--- src/rtl/calc_controller.sv ---
// calc_controller: sequences operand/operator/execute strobes from a keypad
// front end into A/B register loads and an ALU start/done handshake.
// Optional build macro: CALC_CHAIN_EN -- an operator pressed while a result is
// showing reloads A from alu_result so calculations can be chained.
module calc_controller #(
  parameter int ALU_TIMEOUT = 15
) (
  input  logic       clk,
  input  logic       rst_n,
  input  logic       num_valid,
  input  logic [3:0] num_data,
  input  logic       op_valid,
  input  logic [1:0] op_code,
  input  logic       eq_valid,
  input  logic       clr,
  input  logic       alu_done,
  input  logic [3:0] alu_result,
  output logic       write_addr,
  output logic       load,
  output logic [3:0] operand,
  output logic [1:0] alu_op,
  output logic       alu_start,
  output logic       result_ready,
  output logic       error,
  output logic [2:0] state
);

  typedef enum logic [2:0] {
    S_IDLE    = 3'd0,
    S_HAVE_A  = 3'd1,
    S_HAVE_OP = 3'd2,
    S_HAVE_B  = 3'd3,
    S_EXEC    = 3'd4,
    S_DONE    = 3'd5,
    S_ERR     = 3'd6,
    S_BAD     = 3'd7
  } state_t;

  localparam logic [3:0] TO_W = 4'(ALU_TIMEOUT);

  state_t     r_state, w_state_nxt;
  logic       r_wa, w_wa_nxt;
  logic       r_load, w_load_nxt;
  logic [3:0] r_operand, w_operand_nxt;
  logic [1:0] r_alu_op, w_alu_op_nxt;
  logic       r_start, w_start_nxt;
  logic [3:0] r_cnt, w_cnt_nxt;

  // Only the highest-priority strobe of a cycle is acted on; the rest drop.
  logic w_eq, w_op, w_num, w_done_ok;
  assign w_eq      = eq_valid & ~clr;
  assign w_op      = op_valid & ~clr & ~eq_valid;
  assign w_num     = num_valid & ~clr & ~eq_valid & ~op_valid;
  // The start cycle itself never counts as a completion.
  assign w_done_ok = alu_done & ~r_start;

`ifndef CALC_CHAIN_EN
  logic w_unused_result;
  assign w_unused_result = ^alu_result;
`endif

  // State and registered outputs; async reset clears everything at once.
  always_ff @(posedge clk or negedge rst_n) begin
    if (!rst_n) begin
      r_state   <= S_IDLE;
      r_wa      <= 1'b0;
      r_load    <= 1'b0;
      r_operand <= '0;
      r_alu_op  <= '0;
      r_start   <= 1'b0;
      r_cnt     <= '0;
    end else begin
      r_state   <= w_state_nxt;
      r_wa      <= w_wa_nxt;
      r_load    <= w_load_nxt;
      r_operand <= w_operand_nxt;
      r_alu_op  <= w_alu_op_nxt;
      r_start   <= w_start_nxt;
      r_cnt     <= w_cnt_nxt;
    end
  end

  // Next-state and next-output decode.
  always_comb begin
    w_state_nxt   = r_state;
    w_wa_nxt      = r_wa;
    w_load_nxt    = 1'b0;
    w_operand_nxt = r_operand;
    w_alu_op_nxt  = r_alu_op;
    w_start_nxt   = 1'b0;
    w_cnt_nxt     = r_cnt;
    if (clr) begin
      w_state_nxt  = S_IDLE;
      w_alu_op_nxt = '0;
      w_cnt_nxt    = '0;
    end else begin
      case (r_state)
        S_IDLE: begin
          if (w_num) begin
            w_load_nxt = 1'b1; w_wa_nxt = 1'b0; w_operand_nxt = num_data;
            w_state_nxt = S_HAVE_A;
          end
        end
        S_HAVE_A: begin
          if (w_op) begin
            w_alu_op_nxt = op_code;
            w_state_nxt  = S_HAVE_OP;
          end else if (w_num) begin
            w_load_nxt = 1'b1; w_wa_nxt = 1'b0; w_operand_nxt = num_data;
          end
        end
        S_HAVE_OP: begin
          if (w_op) begin
            w_alu_op_nxt = op_code;
          end else if (w_num) begin
            w_load_nxt = 1'b1; w_wa_nxt = 1'b1; w_operand_nxt = num_data;
            w_state_nxt = S_HAVE_B;
          end
        end
        S_HAVE_B: begin
          if (w_eq) begin
            w_start_nxt = 1'b1;
            w_cnt_nxt   = '0;
            w_state_nxt = S_EXEC;
          end else if (w_num) begin
            w_load_nxt = 1'b1; w_wa_nxt = 1'b1; w_operand_nxt = num_data;
          end
        end
        S_EXEC: begin
          if (w_done_ok)                 w_state_nxt = S_DONE;
          else if ((r_cnt + 4'd1) == TO_W) w_state_nxt = S_ERR;
          else                           w_cnt_nxt   = r_cnt + 4'd1;
        end
        S_DONE: begin
`ifdef CALC_CHAIN_EN
          if (w_op) begin
            w_alu_op_nxt = op_code;
            w_load_nxt = 1'b1; w_wa_nxt = 1'b0; w_operand_nxt = alu_result;
            w_state_nxt = S_HAVE_OP;
          end else
`endif
          if (w_num) begin
            w_load_nxt = 1'b1; w_wa_nxt = 1'b0; w_operand_nxt = num_data;
            w_state_nxt = S_HAVE_A;
          end
        end
        S_ERR:   w_state_nxt = S_ERR;
        default: w_state_nxt = S_IDLE;
      endcase
    end
  end

  assign write_addr   = r_wa;
  assign load         = r_load;
  assign operand      = r_operand;
  assign alu_op       = r_alu_op;
  assign alu_start    = r_start;
  assign result_ready = (r_state == S_DONE);
  assign error        = (r_state == S_ERR);
  assign state        = r_state;

endmodule

--- config.mk ---
export PLATFORM = sky130hd
export DESIGN_NAME = calc_controller
export DESIGN_NICKNAME = d
export VERILOG_FILES = /design/src/rtl/calc_controller.sv
export SDC_FILE = /design/constraint.sdc
export NUM_CORES = 1
export LEC_CHECK = 0
export BUFFER_PORTS_ARGS = -buffer_cell sky130_fd_sc_hd__buf_2
export CAP_MARGIN = 5
export CELL_PAD_IN_SITES_DETAIL_PLACEMENT = 1
export CELL_PAD_IN_SITES_GLOBAL_PLACEMENT = 2
export CORE_MARGIN = 10
export CORE_UTILIZATION = 30
export CTS_BUF_LIST = sky130_fd_sc_hd__clkbuf_8 sky130_fd_sc_hd__clkbuf_16
export CTS_CLUSTER_SIZE = 25
export DETAILED_ROUTE_END_ITERATION = 8
export GPL_ROUTABILITY_DRIVEN = 0
export GPL_TIMING_DRIVEN = 0
export PLACE_DENSITY = 0.83
export SYNTH_ARGS = -nofsm -noshare
export SYNTH_HDL_FRONTEND = slang
export SYNTH_SLANG_ARGS = --single-unit
--- constraint.sdc ---
create_clock -name clk -period 3.4 [get_ports clk]
set_input_delay 0.51 -clock clk [delete_from_list [all_inputs] [get_ports clk]]
set_output_delay 0.51 -clock clk [all_outputs]
set_load 0.1 [all_outputs]
# Word level (Yosys, flattened, before mapping)
# Cells that the tools add are included.
dict set report totals {
  mem_bits_rw 0
  rom_bits 0
  mem_count 0
  latch_bits 0
  reg_bits 16
  in_bits 17
  elab_cells 86
  out_inout_bits 14
}
dict set report classes {
  bitwise_logic 11
  magnitude_cmp 0
  n_addsub 1
  n_reduce_logical 13
  div 0
  mul 0
  n_eq_ne 19
  shift 0
  mux 35
}
# op count
set op_table {}
lappend op_table {{4-bit 2-to-1 mux} 7}
lappend op_table {{3-bit 2-to-1 mux} 8}
lappend op_table {{3-bit != test (second input constant)} 6}
lappend op_table {{3-bit case mux with 6 select lines} 1}
lappend op_table {{1-bit 2-to-1 mux} 12}
lappend op_table {{4-bit case mux with 3 select lines} 1}
lappend op_table {{3-bit == test (second input constant)} 3}
lappend op_table {{2-bit != test (second input constant)} 4}
lappend op_table {{4-bit case mux with 2 select lines} 1}
lappend op_table {{4-bit AND reduction} 2}
lappend op_table {{1-bit bitwise AND} 7}
lappend op_table {{3-bit by 2-bit == test with 1-bit output (second input constant)} 2}
lappend op_table {{2-bit 2-to-1 mux} 3}
lappend op_table {{6-bit AND reduction} 1}
lappend op_table {{3-bit nonzero test} 2}
lappend op_table {{5-bit AND reduction} 1}
lappend op_table {{4-bit by 1-bit adder with 4-bit output (second input constant)} 1}
lappend op_table {{4-bit == test (second input constant)} 1}
lappend op_table {{4-bit != test (second input constant)} 1}
lappend op_table {{1-bit inverter} 4}
lappend op_table {{1-bit case mux with 4 select lines} 1}
lappend op_table {{2-bit nonzero test} 2}
lappend op_table {{4-bit nonzero test} 1}
lappend op_table {{2-bit OR reduction} 2}
lappend op_table {{5 further kinds} 5}

# Longest topological paths before layout
# Gate-level depths: netlist of run 1.
dict set report depth {
  depth_word 8
  ltp_mapped 6
  ltp_nobuf 6
}

# Worst setup path before layout of run 1
# No wires, ideal clock.
dict set report synth_timing {
  path_type {register to output}
  start {register r_state[2] (netlist: state[2])}
  end {output port error}
  t_required_ps 2890
  path_slack_ps 645
  arrival_ps 2245
  stages_incl_launch_ff 4
  n_path_buf 1
  cell_sequence {dfrtp_1 -> clkbuf_1 -> nor2b_1 -> and2_1}
}
dict set report synth_between {
  elab_chain_cells 1
}
# element line_no
set synth_rtl {}
lappend synth_rtl {{from (decl)} 41} ;# state_t r_state, w_state_nxt;
lappend synth_rtl {{from (signal assigned)} 73} ;# r_state <= w_state_nxt;
lappend synth_rtl {{3-bit == test} 159} ;# assign error = (r_state == S_ERR);
lappend synth_rtl {{to (decl)} 24} ;# output logic error,
# Every way passes these cells.

# Worst setup path after layout of run 1
# Ends and elaborated chain as after synthesis.

==> results of run 1 <==
-- stage by stage --
| stage | cells | util, % | area, µm² |
|---|---|---|---|
| after floorplan | 93 | - | 930 |
| after global placement | 151 | 36.5 | 1100 |
| after detailed placement | 151 | 36.5 | 1100 |
| after CTS | 155 | 38.3 | 1150 |
| after global routing | 155 | 38.3 | 1150 |
| final | 155 | 38.3 | 1150 |
-- per-layer routing --
metal,part of all wire [%],up-vias
met4,2.5,0
met5,0,-
li1,-,393
met3,5.7,5
met1,44,402
met2,48,17
-- registers in the layout (all words and copies together) (netlist names) --
register	count
r_cnt	4
alu_start	1
alu_op	2
operand	4
load	1
state	3
write_addr	1
-- cells by family (layout without fill, tap and decap cells) --
logic type | count (synthesis) | in the layout | synth area share (%)
AND/OR/NAND/NOR | 35 | 35 | 22.9
AO/OA/AOI/OAI | 24 | 24 | 19.1
flip-flops | 16 | 16 | 43.1
buffers and inverters | 9 | 38 | 4.44
multiplexers | 5 | 5 | 5.92
adder cells (fa/ha/maj) | 2 | 2 | 2.69
XOR/XNOR | 2 | 2 | 1.88
-- report_power, final --
group / switching [W] / total [W] / internal (W)
combinational: 0.000175 / 0.000221 / 0.0000459
clock: 0.0000683 / 0.000171 / 0.000103
sequential: 0.0000103 / 0.000218 / 0.000208
total: 0.000254 / 0.000610 / 0.000357
-- worst max-delay path: stages, from the launching register on --
cell	delay, ns
dfrtp_1	0.43
clkbuf_1	0.38
nor2b_1	0.22
and2_1	0.14
buf_2	0.42
-- final timing paths --
| kind | start | end | slack [ns] | cells after the start |
|---|---|---|---|---|
| setup reg to reg | r_cnt[0] | r_cnt[1] | 1.33 | 6 |
| hold reg to reg | operand[2] | operand[2] | 0.51 | 1 |
| min in group clk | clr | state[0] | 0.46 | 2 |
| hold / removal | rst_n | write_addr | 0.16 | 1 |
| setup / recovery | state[2] | error | 1.05 | 4 |
| max in group asynchronous | rst_n | r_cnt[1] | 2.97 | 1 |
-- final cells by class --
| class | instances | area, µm² | area share (%) |
|---|---|---|---|
| buffer | 4 | 22.5 | 1.96 |
| clock buffer | 4 | 55.1 | 4.78 |
| inverter | 5 | 18.8 | 1.63 |
| multi-input combinational | 68 | 488 | 42.4 |
| sequential | 16 | 400 | 34.8 |
| tap | 33 | 41.3 | 3.59 |
| timing repair buffer | 25 | 125 | 10.9 |
-- layout by cell type (no fill, tap or decap), types with 3 or more instances in the layout --
cell type / synthesis / final
nor2_1: 7 / 7
o21ai_0: 7 / 7
nand2_1: 4 / 4
inv_1: 5 / 5
nand2b_1: 5 / 5
nor4b_1: 3 / 3
clkbuf_1: 3 / 3
a21oi_1: 5 / 5
buf_2: 0 / 25
mux2_2: 4 / 4
clkbuf_8: 0 / 4
dfrtp_1: 16 / 16
nand3_1: 3 / 3
==> impl_metrics.json, run 1 <==
{
  "clkTransAtPathRegs_ns": 0.06,
  "cp.arrival_ns": 1.84,
  "first_global_vias": 863,
  "first_pass_iters": 4,
  "tightestPinTransition_ns": 0.690,
  "hp-class": "primary input to async pin",
  "whs_ns": 0.164,
  "antenna_found_initial": 0,
  "layout-drive-gt1-share_pct": 32.0,
  "ioPinCount": 31,
  "h-tree-depth": 1,
  "grt_pass1_wl_um": 3880,
  "nets": 142,
  "dp_hpwl_um": 1960,
  "clock_path_buffers": 2,
  "ctsRootBufferMaster": "clkbuf_8",
  "drv_cap": 0,
  "setup_ws_ns": 1.05,
  "grt_usage_pct": 8.97,
  "nFillCells": 370,
  "die_h_um": 75.7,
  "chipWidth_um": 75.7,
  "drt_iter0_drc": 26,
  "core_um2": 3000,
  "finalPower_w": 0.000610,
  "synth_top_flop_cell": "dfrtp_1",
  "grt.overflow.total": 0,
  "synth_top_area_cell": "dfrtp_1",
  "postSynth.asyncResetShare_pct": 100,
  "fmax_ghz": 0.425,
  "slew_headroom_pct": 53.4,
  "grt.busiest_layer": "met2",
  "yosysMostFrequentCell": "dfrtp_1",
  "rsz0062_at_grt": "no",
  "critPathCaptureType": "output pin",
  "seq_area_frac_synth_pct": 43.1,
  "postSynthAreaPerCell_um2": 10.0,
  "routed_wl_um": 2490,
  "ys_ff_latch": 16,
  "dp_slack_ns": 1.25,
  "netlist_top_cells_count": "dfrtp_1, nor2_1, o21ai_0",
  "cts_made_buffers": 3,
  "cp_max_fo": 10,
  "via_count": 817,
  "clock_latency_ns": 0.25,
  "cts_resized": 0,
  "yosys_warnings": 0,
  "antenna_cells": 0,
  "grt_max_degree": 17,
  "clock-sinks": 16,
  "synth_nets": 112,
  "finalHoldViolCount": 0,
  "irDropWorstVdd_v": 0.000218,
  "p_leak_nw": 0.532,
  "grt_use_met3_pct": 1.43,
  "ant_nets": 0,
  "syn_area_um2": 930,
  "use_met2_pct": 15.4,
  "path_class": "register to output pin",
  "post-route-drc-count": 0,
  "critPathRequiredTime_ns": 2.89,
  "synth_top_cell_area_share_pct": 43.1,
  "outcome": "complete, no violations",
  "synth_edf_count": 0,
  "post-route-period-util_pct": 69.2,
  "setup_violations": 0,
  "finalClockSkew_ns": 0.000880,
  "ctsHoldBuffers": 0,
  "synth_cell_type_count": 36,
  "startpoint_type": "register",
  "cts_setup_buffers": 0,
  "core.rowCount": 20,
  "wire_per_inst_um": 16.1,
  "synthTopCellsByArea": "dfrtp_1, mux2_2, o21ai_0",
  "met1_usage_pct": 10.1,
  "fin_crit_ns": 2.35,
  "floorplan.initialDensity_pct": 31.0,
  "slew_viol_final": 0,
  "cts_tree": "built",
  "portBuffers": 25,
  "drt-vias-per-instance": 5.27,
  "powerDensity_nw_per_um2": 530,
  "fin_setup_tns_ns": 0,
  "syn2layout_area_growth_pct": 23.8,
  "syn_inst": 93,
  "die-area_um2": 5730
}
(Power assumes the default switching activity.)
==> run 2, diff against run 1 <==
--- a/config.mk
+++ b/config.mk
@@ -5,18 +5,19 @@
 export SDC_FILE = /design/constraint.sdc
 export NUM_CORES = 1
 export LEC_CHECK = 0
+export ABC_AREA = 1
 export BUFFER_PORTS_ARGS = -buffer_cell sky130_fd_sc_hd__buf_2
 export CAP_MARGIN = 5
 export CELL_PAD_IN_SITES_DETAIL_PLACEMENT = 1
 export CELL_PAD_IN_SITES_GLOBAL_PLACEMENT = 2
 export CORE_MARGIN = 10
-export CORE_UTILIZATION = 30
+export CORE_UTILIZATION = 27
 export CTS_BUF_LIST = sky130_fd_sc_hd__clkbuf_8 sky130_fd_sc_hd__clkbuf_16
 export CTS_CLUSTER_SIZE = 25
 export DETAILED_ROUTE_END_ITERATION = 8
 export GPL_ROUTABILITY_DRIVEN = 0
 export GPL_TIMING_DRIVEN = 0
-export PLACE_DENSITY = 0.83
+export PLACE_DENSITY = 0.82
 export SYNTH_ARGS = -nofsm -noshare
 export SYNTH_HDL_FRONTEND = slang
 export SYNTH_SLANG_ARGS = --single-unit
==> constraint.sdc (replaced) <==
create_clock -name clk -period 2.3 [get_ports clk]
set_input_delay 0.345 -clock clk [delete_from_list [all_inputs] [get_ports clk]]
set_output_delay 0.345 -clock clk [all_outputs]
set_load 0.1 [all_outputs]
==> impl_metrics.json, run 2 <==
{
  "post-route-period-util_pct": 77.5,
  "ctsHoldBuffers": 0,
  "cp.arrival_ns": 1.44,
  "fin_setup_tns_ns": 0,
  "drt-vias-per-instance": 4.46,
  "cp_max_fo": 6,
  "dp_hpwl_um": 2140,
  "grt_max_degree": 17,
  "synth_top_area_cell": "dfrtp_1",
  "irDropWorstVdd_v": 0.000502,
  "drv_cap": 0,
  "portBuffers": 26,
  "fin_crit_ns": 1.78,
  "startpoint_type": "register",
  "die-area_um2": 6390,
  "finalClockSkew_ns": 0.00384,
  "yosys_warnings": 0,
  "slew_viol_final": 0,
  "clock-sinks": 16,
  "powerDensity_nw_per_um2": 1170,
  "wire_per_inst_um": 12.4,
  "seq_area_frac_synth_pct": 41.3,
  "synth_top_cell_area_share_pct": 41.3,
  "synth-xor-area-share_pct": 0,
  "core_um2": 3420,
  "synth_nets": 148,
  "drt_iter0_drc": 41,
  "synth-adder-area-share_pct": 2.58,
  "critPathCaptureType": "output pin",
  "fmax_ghz": 0.561,
  "grt_pass1_wl_um": 4570,
  "final_common_cell": "nand2_1",
  "p_leak_nw": 0.657,
  "synth_cell_type_count": 23,
  "ys_ff_latch": 16,
  "ant_nets": 0,
  "clock_latency_ns": 0.25,
  "finalHoldViolCount": 0,
  "postSynthAreaPerCell_um2": 7.52,
  "chipWidth_um": 79.9,
  "setup_violations": 0,
  "cts_tree": "built",
  "syn_area_um2": 970,
  "syn2layout_area_growth_pct": 25.4,
  "yosys-mux-area-fraction_pct": 0,
  "final-seq-area_um2": 403,
  "path_class": "register to output pin",
  "nets": 179,
  "first_global_vias": 1031,
  "netlist_top_cells_count": "nand2_1, dfrtp_1, inv_1",
  "yosysMostFrequentCell": "nand2_1",
  "synthTopCellsByArea": "dfrtp_1, nand2_1, nand3_1",
  "multi_input_comb_area_um2": 479,
  "yosys.area_share.simple_pct": 38.8,
  "grt_usage_pct": 8.51,
  "synth_edf_count": 0,
  "rsz0062_at_grt": "no",
  "clkTransAtPathRegs_ns": 0.07,
  "outcome": "complete, no violations",
  "ctsRootBufferMaster": "clkbuf_8",
  "core.rowCount": 21,
  "postSynth.asyncResetShare_pct": 100,
  "via_count": 915,
  "floorplan.initialDensity_pct": 28.4,
  "layout-drive-gt1-share_pct": 33.3,
  "synth_compound_area_share_pct": 6.84,
  "die_h_um": 79.9,
  "finalPower_w": 0.00142,
  "ioPinCount": 31,
  "antenna_cells": 0,
  "nFillCells": 454,
  "slew_headroom_pct": 67.5,
  "critPathRequiredTime_ns": 1.96,
  "antenna_found_initial": 0,
  "syn_inst": 129,
  "synth_top_family_by_area": "simple AND/OR/NAND/NOR gates",
  "cts_setup_buffers": 0,
  "post-route-drc-count": 0,
  "clock_path_buffers": 2,
  "hp-class": "primary input to async pin",
  "cts_resized": 0,
  "h-tree-depth": 1,
  "tightestPinTransition_ns": 0.491,
  "cts_made_buffers": 3,
  "layout_common_cells": "nand2_1, buf_2, inv_1",
  "synth_top_flop_cell": "dfrtp_1",
  "grt.overflow.total": 0,
  "first_pass_iters": 4,
  "routed_wl_um": 2540
}
## run 2: layout make-up
cell class	count	area share, %
Buffer	2	1.85
Clock buffer	3	3.40
Clock inverter	1	0.309
Inverter	20	6.48
Multi-Input combinational cell	91	39.4
Sequential cell	16	33.1
Tap cell	46	4.73
Timing Repair Buffer	26	10.7
## run 2: routing by layer
metal  track usage (%)  vias to the layer above  routed length [µm]
met5                 0                        -                   0
met4              1.06                        0                  14
met3              3.94                        2                 221
met2              13.8                       21                1140
met1              10.3                      430                1160
li1                  -                      462                   -
## run 2: worst max-delay path, stage by stage, from the launching register on
cell and delay, ns:
dfrtp_2 0.43, inv_2 0.16, nand3_1 0.11, inv_1 0.07, buf_2 0.42
## run 2: kinds of logic (layout without fill, tap and decap cells)
group           after synthesis  after routing
buf+inv                      22             52
simple gates                 77             77
compound gates               12             12
fa+ha+maj                     2              2
flops                        16             16
## run 2: per-stage QoR
stage | setup slack, ns | hold WS [ns] | std cells | util (%) | area, µm²
4_1_cts | 0.506 | 0.0230 | 205 | 35.6 | 1220
2_1_floorplan | 0.104 | 0.0494 | 129 | - | 983
5_1_grt | 0.450 | 0.0279 | 205 | 35.6 | 1220
6_report | 0.517 | 0.00874 | 205 | 35.6 | 1220
3_5_place_dp | 0.783 | 0.293 | 201 | 34.3 | 1170
3_3_place_gp | 0.792 | 0.278 | 201 | 34.3 | 1170
## run 2: power by group
| group | switching, W | internal [W] | total [W] |
|---|---|---|---|
| Combinational | 0.000661 | 0.000165 | 0.000827 |
| Clock | 0.000100 | 0.000118 | 0.000218 |
| Sequential | 0.0000375 | 0.000336 | 0.000374 |
## run 2: worst paths after layout
path,startpoint,end,slack [ns],cells after the start
hold reg to reg,write_addr,write_addr,0.49,2
max in group asynchronous,rst_n,state[2],1.99,1
setup reg to reg,r_cnt[0],state[0],0.82,11
setup / recovery,state[1],result_ready,0.52,4
min in group clk,num_data[2],operand[2],0.29,3
hold / removal,rst_n,operand[2],0.009,1
==> run 3, diff against run 2 <==
==> config.mk (replaced) <==
export PLATFORM = sky130hd
export DESIGN_NAME = calc_controller
export DESIGN_NICKNAME = d
export VERILOG_FILES = /design/src/rtl/calc_controller.sv
export SDC_FILE = /design/constraint.sdc
export NUM_CORES = 1
export LEC_CHECK = 0
export ABC_AREA = 0
export BUFFER_PORTS_ARGS = -buffer_cell sky130_fd_sc_hd__buf_2
export CAP_MARGIN = 5
export CELL_PAD_IN_SITES_DETAIL_PLACEMENT = 1
export CELL_PAD_IN_SITES_GLOBAL_PLACEMENT = 2
export CORE_MARGIN = 10
export CORE_UTILIZATION = 29
export CTS_BUF_LIST = sky130_fd_sc_hd__clkbuf_8 sky130_fd_sc_hd__clkbuf_16
export CTS_CLUSTER_SIZE = 25
export DETAILED_ROUTE_END_ITERATION = 8
export GPL_ROUTABILITY_DRIVEN = 0
export GPL_TIMING_DRIVEN = 0
export PLACE_DENSITY = 0.81
export SYNTH_ARGS = -nofsm -noshare
export SYNTH_HDL_FRONTEND = slang
export SYNTH_SLANG_ARGS = --single-unit
==> constraint.sdc (replaced) <==
create_clock -name clk -period 1.81 [get_ports clk]
set_input_delay 0.2715 -clock clk [delete_from_list [all_inputs] [get_ports clk]]
set_output_delay 0.2715 -clock clk [all_outputs]
set_load 0.1 [all_outputs]
==> impl_metrics.json, run 3 (same netlist as run 1, synthesis figures left out) <==
{
  "p_clk_share_pct": 27.0,
  "core.rowCount": 20,
  "layout_common_cells": "buf_2, dfrtp_1, o21ai_0",
  "final_common_cell": "buf_2",
  "h-tree-depth": 1,
  "grt.overflow.total": 0,
  "final-seq-area_um2": 414,
  "post-route-util_pct": 43.3,
  "first_pass_iters": 4,
  "cts_tree": "built",
  "reg2reg_setup_slack_ns": 0.01,
  "slew_headroom_pct": 67.4,
  "intPower_w": 0.000685,
  "grt_pass1_wl_um": 4310,
  "wire_per_inst_um": 15.6,
  "fmax_ghz": 0.556,
  "switchingPower_w": 0.000479,
  "tightestPinTransition_ns": 0.493,
  "die-area_um2": 5870,
  "die_h_um": 76.6,
  "finalClockSkew_ns": 0.00403,
  "drv_cap": 0,
  "layout.cells.non_filler": 171,
  "drt-vias-per-instance": 4.93,
  "via_count": 843,
  "critPathRequiredTime_ns": 1.94,
  "whs_path_depth": 2,
  "chipWidth_um": 76.6,
  "reg2regPathDepth": 6,
  "core_um2": 3050,
  "ant_nets": 0,
  "path_class": "register to register",
  "critPathCaptureType": "register",
  "post-route-period-util_pct": 99.5,
  "p_leak_nw": 0.586,
  "swShare_pct": 41.2,
  "startpoint_type": "register",
  "grt_max_degree": 17,
  "clock_path_buffers": 2,
  "nets": 147,
  "post-route-drc-count": 0,
  "reg2reg_from": "r_cnt[0]",
  "ctsRootBufferMaster": "clkbuf_8",
  "finalPower_w": 0.00116,
  "hp-class": "primary input to register",
  "rsz0062_at_grt": "yes",
  "hp-start": "num_data[1]",
  "routed_wl_um": 2660,
  "clkTransAtPathRegs_ns": 0.07,
  "nFillCells": 357,
  "min_to": "operand[1]",
  "setup_violations": 0,
  "first_global_vias": 888,
  "finalHoldViolCount": 0,
  "cp_max_fo": 6,
  "cts_made_buffers": 3,
  "clock-sinks": 16,
  "comb_power_share_pct": 37.4,
  "antenna_cells": 0,
  "antenna_found_initial": 0,
  "outcome": "complete, no violations",
  "powerDensity_nw_per_um2": 881,
  "syn2layout_area_growth_pct": 42.3,
  "power_frac_seq_pct": 35.6,
  "layout-drive-gt1-share_pct": 49.6,
  "clock_latency_ns": 0.24,
  "rr_endpoint": "state[0]",
  "cp.arrival_ns": 1.93,
  "multi_input_comb_area_um2": 577,
  "dp.cells": 162,
  "irDropWorstVdd_v": 0.000456,
  "drt_iter0_drc": 23,
  "slew_viol_final": 0,
  "ioPinCount": 31,
  "grt_usage_pct": 8.84,
  "fin_crit_ns": 1.80,
  "floorplan.initialDensity_pct": 30.5,
  "portBuffers": 25,
  "dp_hpwl_um": 2000
}
-- run 3: cell count changes in the layout (fill, tap and decap cells not counted), sizes merged, moves of 3 or more --
cell	change
nor4b	+3
a21oi	+4
inv	-15
nand2b	+5
clkbuf	+4
mux2	+4
nand2	-42
nor2	-7
nand3	-10
-- run 3: area by class of cell --
type,instances,area share (%)
Multi-Input combinational cell,68,43.6
Clock buffer,4,4.16
Timing Repair Buffer,30,13.0
Tap cell,44,4.16
Buffer,4,2.37
Inverter,5,1.42
Sequential cell,16,31.3
-- run 3: worst max path at each step --
stage,startpoint,to,slack [ns],cells past startpoint
6_report,r_cnt[0],state[0],0.01,6
3_3_place_gp,clr,state[0],-0.12,6
5_1_grt,r_cnt[0],state[0],-0.06,6
4_1_cts,r_cnt[0],state[0],0.006,6
3_5_place_dp,clr,state[0],-0.18,6
2_1_floorplan,state[1],state[0],-0.1,5
-- run 3: through the flow --
step	hold WS, ns	TNS [ns]	setup WS, ns	area (µm²)
after detailed placement	0.207	-0.341	-0.179	1140
after global placement	0.205	-0.197	-0.115	1140
final	0.258	0	0.00989	1320
after floorplan	-0.0241	-0.301	-0.0961	961
after global routing	0.250	-0.0607	-0.0572	1320
after CTS	0.244	0	0.00554	1240
-- run 3: repair_timing --
item | in CTS | in global routing
setup endpoints to repair | 6 | 9
endpoints found under the hold margin | 16 | 0
hold buffers | 1 | 0
resized for setup | 10 | 14
pin swaps | 2 | 6
buffers inserted | 1 | 3
-- run 3: layer usage --
| layer | global-route usage (%) | routed length [µm] | vias up |
|---|---|---|---|
| li1 | - | - | 404 |
| met3 | 1.77 | 85 | 2 |
| met1 | 10.3 | 1230 | 414 |
| met4 | 2.79 | 21 | 0 |
| met5 | 0 | 0 | - |
| met2 | 15.7 | 1320 | 23 |
-- run 3: power groups by stage --
stage	Combinational, W	Sequential (W)	Clock (W)
final	0.000436	0.000415	0.000315
after global routing	0.000458	0.000420	0.000350
after CTS	0.000432	0.000414	0.000325
after detailed placement	0.000424	0.000421	0
after global placement	0.000417	0.000417	0
after floorplan	0.000107	0.000652	0
-- run 3: critical path, cell delays in order (launching register included) --
cell and delay [ns]:
dfrtp_2 0.46, inv_2 0.08, ha_4 0.13, nand4b_1 0.18
a311oi_4 0.40, a21oi_1 0.12, a311oi_1 0.31
